`src/rtl/frog_move_ctrl.sv`:
```
// Frog hop controller: edge-detected buttons drive IDLE/HOP/DEAD motion; FROG_HOP_QUEUE_EN adds a one-entry hop queue.
// Latency: press seen on one edge moves the FSM on the next; hop spans HOP_FRAMES frame_ticks.
// Backpressure: none; presses outside IDLE are dropped (or queued in HOP when the queue is enabled).
module frog_move_ctrl #(
   parameter logic [9:0] START_X      = 10'd304,
   parameter logic [9:0] START_Y      = 10'd448,
   parameter logic [9:0] STEP         = 10'd32,
   parameter int         HOP_FRAMES   = 8,
   parameter logic [9:0] X_MAX        = 10'd608,
   parameter logic [9:0] Y_MAX        = 10'd448,
   parameter int         DEATH_FRAMES = 60
) (
   input  logic       clk,
   input  logic       rst_n,
   input  logic       btn_up,
   input  logic       btn_down,
   input  logic       btn_left,
   input  logic       btn_right,
   input  logic       frame_tick,
   input  logic       hit,
   output logic [9:0] frog_x,
   output logic [9:0] frog_y,
   output logic [1:0] facing,
   output logic       hopping,
   output logic       dead,
   output logic       hop_done
);

   localparam logic [9:0] DELTA   = STEP / 10'(HOP_FRAMES);
   localparam int         CNT_TOP = (HOP_FRAMES > DEATH_FRAMES) ? HOP_FRAMES : DEATH_FRAMES;
   localparam int         CW      = $clog2(CNT_TOP + 1);

   typedef enum logic [1:0] {IDLE = 2'd0, HOP = 2'd1, DEAD = 2'd2} state_t;

   state_t        state, state_nxt;
   logic [3:0]    btn_lvl, btn_prev, rise;
   logic          armed;
   logic          press_vld, act_vld;
   logic [1:0]    press_dir, act_dir;
   logic [9:0]    x_nxt, y_nxt;
   logic [1:0]    facing_nxt;
   logic [CW-1:0] cnt, cnt_nxt;
   logic          hop_done_nxt;

   // armed stays low for the first edge after reset so a held button is not a press
   assign btn_lvl = {btn_right, btn_left, btn_down, btn_up};
   assign rise    = armed ? (btn_lvl & ~btn_prev) : 4'b0000;

   always_comb begin
      press_vld = |rise;
      press_dir = 2'b00;
      if (rise[0])      press_dir = 2'b00;
      else if (rise[1]) press_dir = 2'b01;
      else if (rise[2]) press_dir = 2'b10;
      else if (rise[3]) press_dir = 2'b11;
   end

`ifdef FROG_HOP_QUEUE_EN
   logic       q_vld, q_vld_nxt;
   logic [1:0] q_dir, q_dir_nxt;

   assign act_vld = q_vld | press_vld;
   assign act_dir = q_vld ? q_dir : press_dir;

   always_ff @(posedge clk or negedge rst_n) begin
      if (!rst_n) begin
         q_vld <= 1'b0;
         q_dir <= 2'b00;
      end else begin
         q_vld <= q_vld_nxt;
         q_dir <= q_dir_nxt;
      end
   end
`else
   assign act_vld = press_vld;
   assign act_dir = press_dir;
`endif

   // Compare in 11 bits so the upper bound never wraps; lower bound checked before any subtract
   function automatic logic in_bounds(input logic [1:0] dir, input logic [9:0] x, input logic [9:0] y);
      logic [10:0] sum_x;
      logic [10:0] sum_y;
      sum_x = {1'b0, x} + {1'b0, STEP};
      sum_y = {1'b0, y} + {1'b0, STEP};
      case (dir)
         2'b00:   return y >= STEP;
         2'b01:   return sum_y <= {1'b0, Y_MAX};
         2'b10:   return x >= STEP;
         default: return sum_x <= {1'b0, X_MAX};
      endcase
   endfunction

   always_comb begin
      state_nxt    = state;
      x_nxt        = frog_x;
      y_nxt        = frog_y;
      facing_nxt   = facing;
      cnt_nxt      = cnt;
      hop_done_nxt = 1'b0;
`ifdef FROG_HOP_QUEUE_EN
      q_vld_nxt    = q_vld;
      q_dir_nxt    = q_dir;
`endif
      if (state != DEAD && hit) begin
         state_nxt = DEAD;
         cnt_nxt   = '0;
`ifdef FROG_HOP_QUEUE_EN
         q_vld_nxt = 1'b0;
`endif
      end else begin
         case (state)
            IDLE: begin
               if (act_vld) begin
                  facing_nxt = act_dir;
`ifdef FROG_HOP_QUEUE_EN
                  q_vld_nxt  = 1'b0;
`endif
                  if (in_bounds(act_dir, frog_x, frog_y)) begin
                     state_nxt = HOP;
                     cnt_nxt   = '0;
                  end
               end
            end
            HOP: begin
`ifdef FROG_HOP_QUEUE_EN
               if (press_vld) begin
                  q_vld_nxt = 1'b1;
                  q_dir_nxt = press_dir;
               end
`endif
               if (frame_tick) begin
                  case (facing)
                     2'b00:   y_nxt = frog_y - DELTA;
                     2'b01:   y_nxt = frog_y + DELTA;
                     2'b10:   x_nxt = frog_x - DELTA;
                     default: x_nxt = frog_x + DELTA;
                  endcase
                  if (cnt == CW'(HOP_FRAMES - 1)) begin
                     state_nxt    = IDLE;
                     cnt_nxt      = '0;
                     hop_done_nxt = 1'b1;
                  end else begin
                     cnt_nxt = cnt + CW'(1);
                  end
               end
            end
            DEAD: begin
               if (frame_tick) begin
                  if (cnt == CW'(DEATH_FRAMES - 1)) begin
                     state_nxt  = IDLE;
                     x_nxt      = START_X;
                     y_nxt      = START_Y;
                     facing_nxt = 2'b00;
                     cnt_nxt    = '0;
                  end else begin
                     cnt_nxt = cnt + CW'(1);
                  end
               end
            end
            default: state_nxt = IDLE;
         endcase
      end
   end

   always_ff @(posedge clk or negedge rst_n) begin
      if (!rst_n) begin
         state    <= IDLE;
         frog_x   <= START_X;
         frog_y   <= START_Y;
         facing   <= 2'b00;
         cnt      <= '0;
         hop_done <= 1'b0;
         btn_prev <= 4'b0000;
         armed    <= 1'b0;
      end else begin
         state    <= state_nxt;
         frog_x   <= x_nxt;
         frog_y   <= y_nxt;
         facing   <= facing_nxt;
         cnt      <= cnt_nxt;
         hop_done <= hop_done_nxt;
         btn_prev <= btn_lvl;
         armed    <= 1'b1;
      end
   end

   assign hopping = (state == HOP);
   assign dead    = (state == DEAD);

endmodule

```
`config.mk`:
```
export PLATFORM = sky130hd
export DESIGN_NAME = frog_move_ctrl
export DESIGN_NICKNAME = d
export VERILOG_FILES = /design/src/rtl/frog_move_ctrl.sv
export SDC_FILE = /design/constraint.sdc
export NUM_CORES = 1
export LEC_CHECK = 0
export ABC_CLOCK_PERIOD_IN_PS = 3400
export CAP_MARGIN = 20
export CORE_MARGIN = 2
export CORE_UTILIZATION = 30
export CTS_BUF_LIST = sky130_fd_sc_hd__clkbuf_16
export DETAILED_ROUTE_END_ITERATION = 6
export PLACE_DENSITY_LB_ADDON = 0.1
export SYNTH_ARGS = -nofsm -noshare
export SYNTH_HDL_FRONTEND = slang
export SYNTH_SLANG_ARGS = --single-unit
```
`constraint.sdc`:
```
create_clock -name clk -period 3.4 [get_ports clk]
set_clock_uncertainty 0.1 [all_clocks]
set_input_delay 0.68 -clock clk [delete_from_list [all_inputs] [get_ports clk]]
set_output_delay 0.68 -clock clk [all_outputs]
set_load 0.02 [all_outputs]
```
==> impl_metrics.py <==
metrics = {
    "cts": {
        "htree_levels": 2,
        "clock-root-buffer": "clkbuf_16",
        "post_cts_buffers": 0,
        "clkLatencyLatePin_ns": 0.28,
        "cts_buffer_depth": 2,
        "clkTransAtPathRegs_ns": 0.06,
        "cts.sinks": 32,
        "numCtsBuffers": 5,
        "cts_tree": "built",
        "cts_resized": 0,
        "hold_buffers": 0,
    },
    "yosys": {
        "synth-edff-count": 0,
        "yosys_warnings": 0,
        "yosys-top-cells-area": "dfrtp_1 28%, ha_1 10%, dfstp_2 6.8%",
        "synth_ff_type": "dfrtp_1",
        "yosysSeqAreaShare_pct": 34.9,
        "ys_ff_latch": 32,
        "syn-instance-count": 249,
        "yosysTopAreaCellShare_pct": 28.1,
        "syn_avg_cell_area_um2": 9.30,
        "synth_cell_types": 56,
        "syn-cell-area_um2": 2320,
        "postSynth.asyncResetShare_pct": 100,
        "synthTopCellsByCount": "26 x dfrtp_1, 23 x nor2_1, 19 x ha_1, 18 x inv_1, 16 x a21oi_1",
        "synth_largest_area_cell": "dfrtp_1",
        "yosysMostFrequentCell": "dfrtp_1",
    },
    "power": {
        "ir_worst_vdd_v": 0.000328,
        "cellPowerDensity_nw_per_um2": 962,
        "p_leak_nw": 1.25,
        "power_mw": 2.77,
    },
    "floorplan": {
        "fp.dieH_um": 91.9,
        "dieArea_um2": 8440,
        "io_pins": 33,
        "rows": 32,
        "core_um2": 7610,
        "die_w_um": 91.9,
        "initial_core_util_pct": 30.4,
    },
    "placement": {
        "port_buffers": 28,
        "place_congestion": 0.775,
        "dp_hpwl_um": 4160,
        "dpl.cell_count": 379,
    },
    "route": {
        "ant_nets": 0,
        "drc_errors": 0,
        "wl_um": 5600,
        "drtPass1Iterations": 4,
        "via_count": 1934,
        "post_drt_wl_per_cell_um": 14.5,
        "drtIter0Drc": 56,
        "via_per_inst": 5.00,
    },
    "sta": {
        "worst_slew_margin_rel_pct": 52.0,
        "rsz0062_at_grt": "false",
        "hold_violations": 0,
        "fin_crit_sh_pct": 80.9,
        "drv_slew": 0,
        "tightest_slew_ns": 0.721,
        "setup_tns_ns": 0,
        "finalSetupViolations": 0,
        "period_minus_slack_ns": 2.75,
        "fmax_mhz": 364,
    },
    "final_layout": {
        "drive_gt1_share_pct": 10.5,
        "instances_no_fill": 387,
        "insertedDiodeCount": 0,
        "fillers": 790,
        "final_util_pct": 37.9,
        "areaGrowthSynthToFinish_pct": 24.4,
        "nets": 313,
    },
    "setup_path": {
        "crit-reg2reg-launch": "facing[1]",
        "crit_path_end_kind": "flip-flop",
        "worst-path-max-fanout": 10,
        "worstPathCellList": "nand2b_1 -> ha_1 -> nor2b_1 -> o21ai_0 -> a21oi_1 -> o21ai_0 -> or4b_1 -> o221a_2",
        "rrSetupSlack_ns": 0.65,
        "required_ns": 3.50,
        "r2r_end": "frog_y[8]",
        "critPathTopFamily": "simple AND/OR/NAND/NOR gates",
        "critPathKind": "flip-flop to flip-flop",
        "crit_buf_inv": 0,
        "cp_slowest_stage_delay_ns": 0.48,
        "reg2reg_depth": 8,
        "crit_path_start_kind": "flip-flop",
        "arrival_ns": 2.86,
        "cp_common_cell": "o21ai_0",
        "cpMaxStageDelayCell": "dfrtp_1",
    },
    "min_path": {
        "min_path_type": "flip-flop to flip-flop",
        "min_to": "state[0]",
        "whs_path_depth": 1,
        "holdCritStartpoint": "state[0]",
    },
    "grt": {
        "grt_pass1_wl_um": 9450,
        "grt_antenna_before_repair": 0,
        "grt_usage_pct": 14.2,
        "overflow": 0,
        "grt_max_degree": 33,
        "grt_pass1_vias": 1935,
    },
    "status": {
        "outcome": "finished, final reports clean",
    },
    "job": {
        "cap_violations": 0,
    },
}
## where the power goes
part | switching (mW) | leakage (nW) | internal (mW)
combinational | 0.851 | 0.766 | 0.741
clock | 0.174 | 0.0798 | 0.344
sequential | 0.150 | 0.403 | 0.513
total | 1.17 | 1.25 | 1.60
## worst max-delay path by stage
stage                   start        end  slack [ns]  cells after the start
floorplan           facing[1]  frog_x[9]        0.86                      8
global placement    btn_right     cnt[5]        0.60                      7
detailed placement  btn_right     cnt[5]        0.57                      7
CTS                 facing[1]  frog_y[8]        0.60                      8
global route        facing[1]  frog_y[8]        0.46                      8
finish              facing[1]  frog_y[8]        0.65                      8
## state kept, by name (all words and copies together), names as in the netlist
name      cells
cnt           6
frog_y        8
state         2
frog_x        8
btn_prev      4
hop_done      1
facing        2
armed         1
## cells by family after synthesis
logic type | count (synthesis) | synth area share [%]
other | 2 | 0.324
and+or+nand+nor | 83 | 19.7
DFF | 32 | 34.9
buffers and inverters | 24 | 4.86
xor gates and xnor gates | 10 | 3.78
muxes | 5 | 2.27
AOI/OAI and AO/OA | 72 | 22.2
adders and majority gates | 21 | 12.0
## cell usage in the layout, fill, tap and decap left out, types with 6 or more instances in the layout
cell	Yosys	layout
dfstp_2	6	6
xor2_1	6	6
a21oi_1	16	16
inv_1	18	18
nor2_1	23	23
dfrtp_1	26	26
nor3_1	7	7
nand3_1	8	8
clkdlybuf4s50_1	0	28
nand2_1	11	11
nand2b_1	9	9
nor2b_1	10	10
ha_1	19	19
o22ai_1	6	6
o21ai_0	9	9
## layout make-up
type	instances	area [um^2]	share of cell area, %
sequential	32	808	28.1
timing repair buffer	31	303	10.5
tap	102	128	4.43
clock inverter	3	42.5	1.48
inverter	18	67.6	2.35
clock buffer	5	125	4.34
multi-input combinational	196	1410	48.8
## layer usage
metal | up-vias | GRT usage [%] | part of all wire (%)
li1 | 965 | - | -
met1 | 929 | 18.4 | 48
met2 | 29 | 23.6 | 47
met3 | 11 | 2.79 | 2.4
met4 | 0 | 4.73 | 1.8
met5 | - | 0 | 0
## per-stage QoR
stage	hold WS, ns	instance area [um^2]	setup WS (ns)
final	0.422	2880	0.649
after global routing	0.451	2880	0.458
after CTS	0.424	2880	0.603
after detailed placement	0.411	2710	0.568
after global placement	0.414	2710	0.603
after floorplan	0.284	2330	0.859
Note: power is estimated with default switching activity, not from simulation.
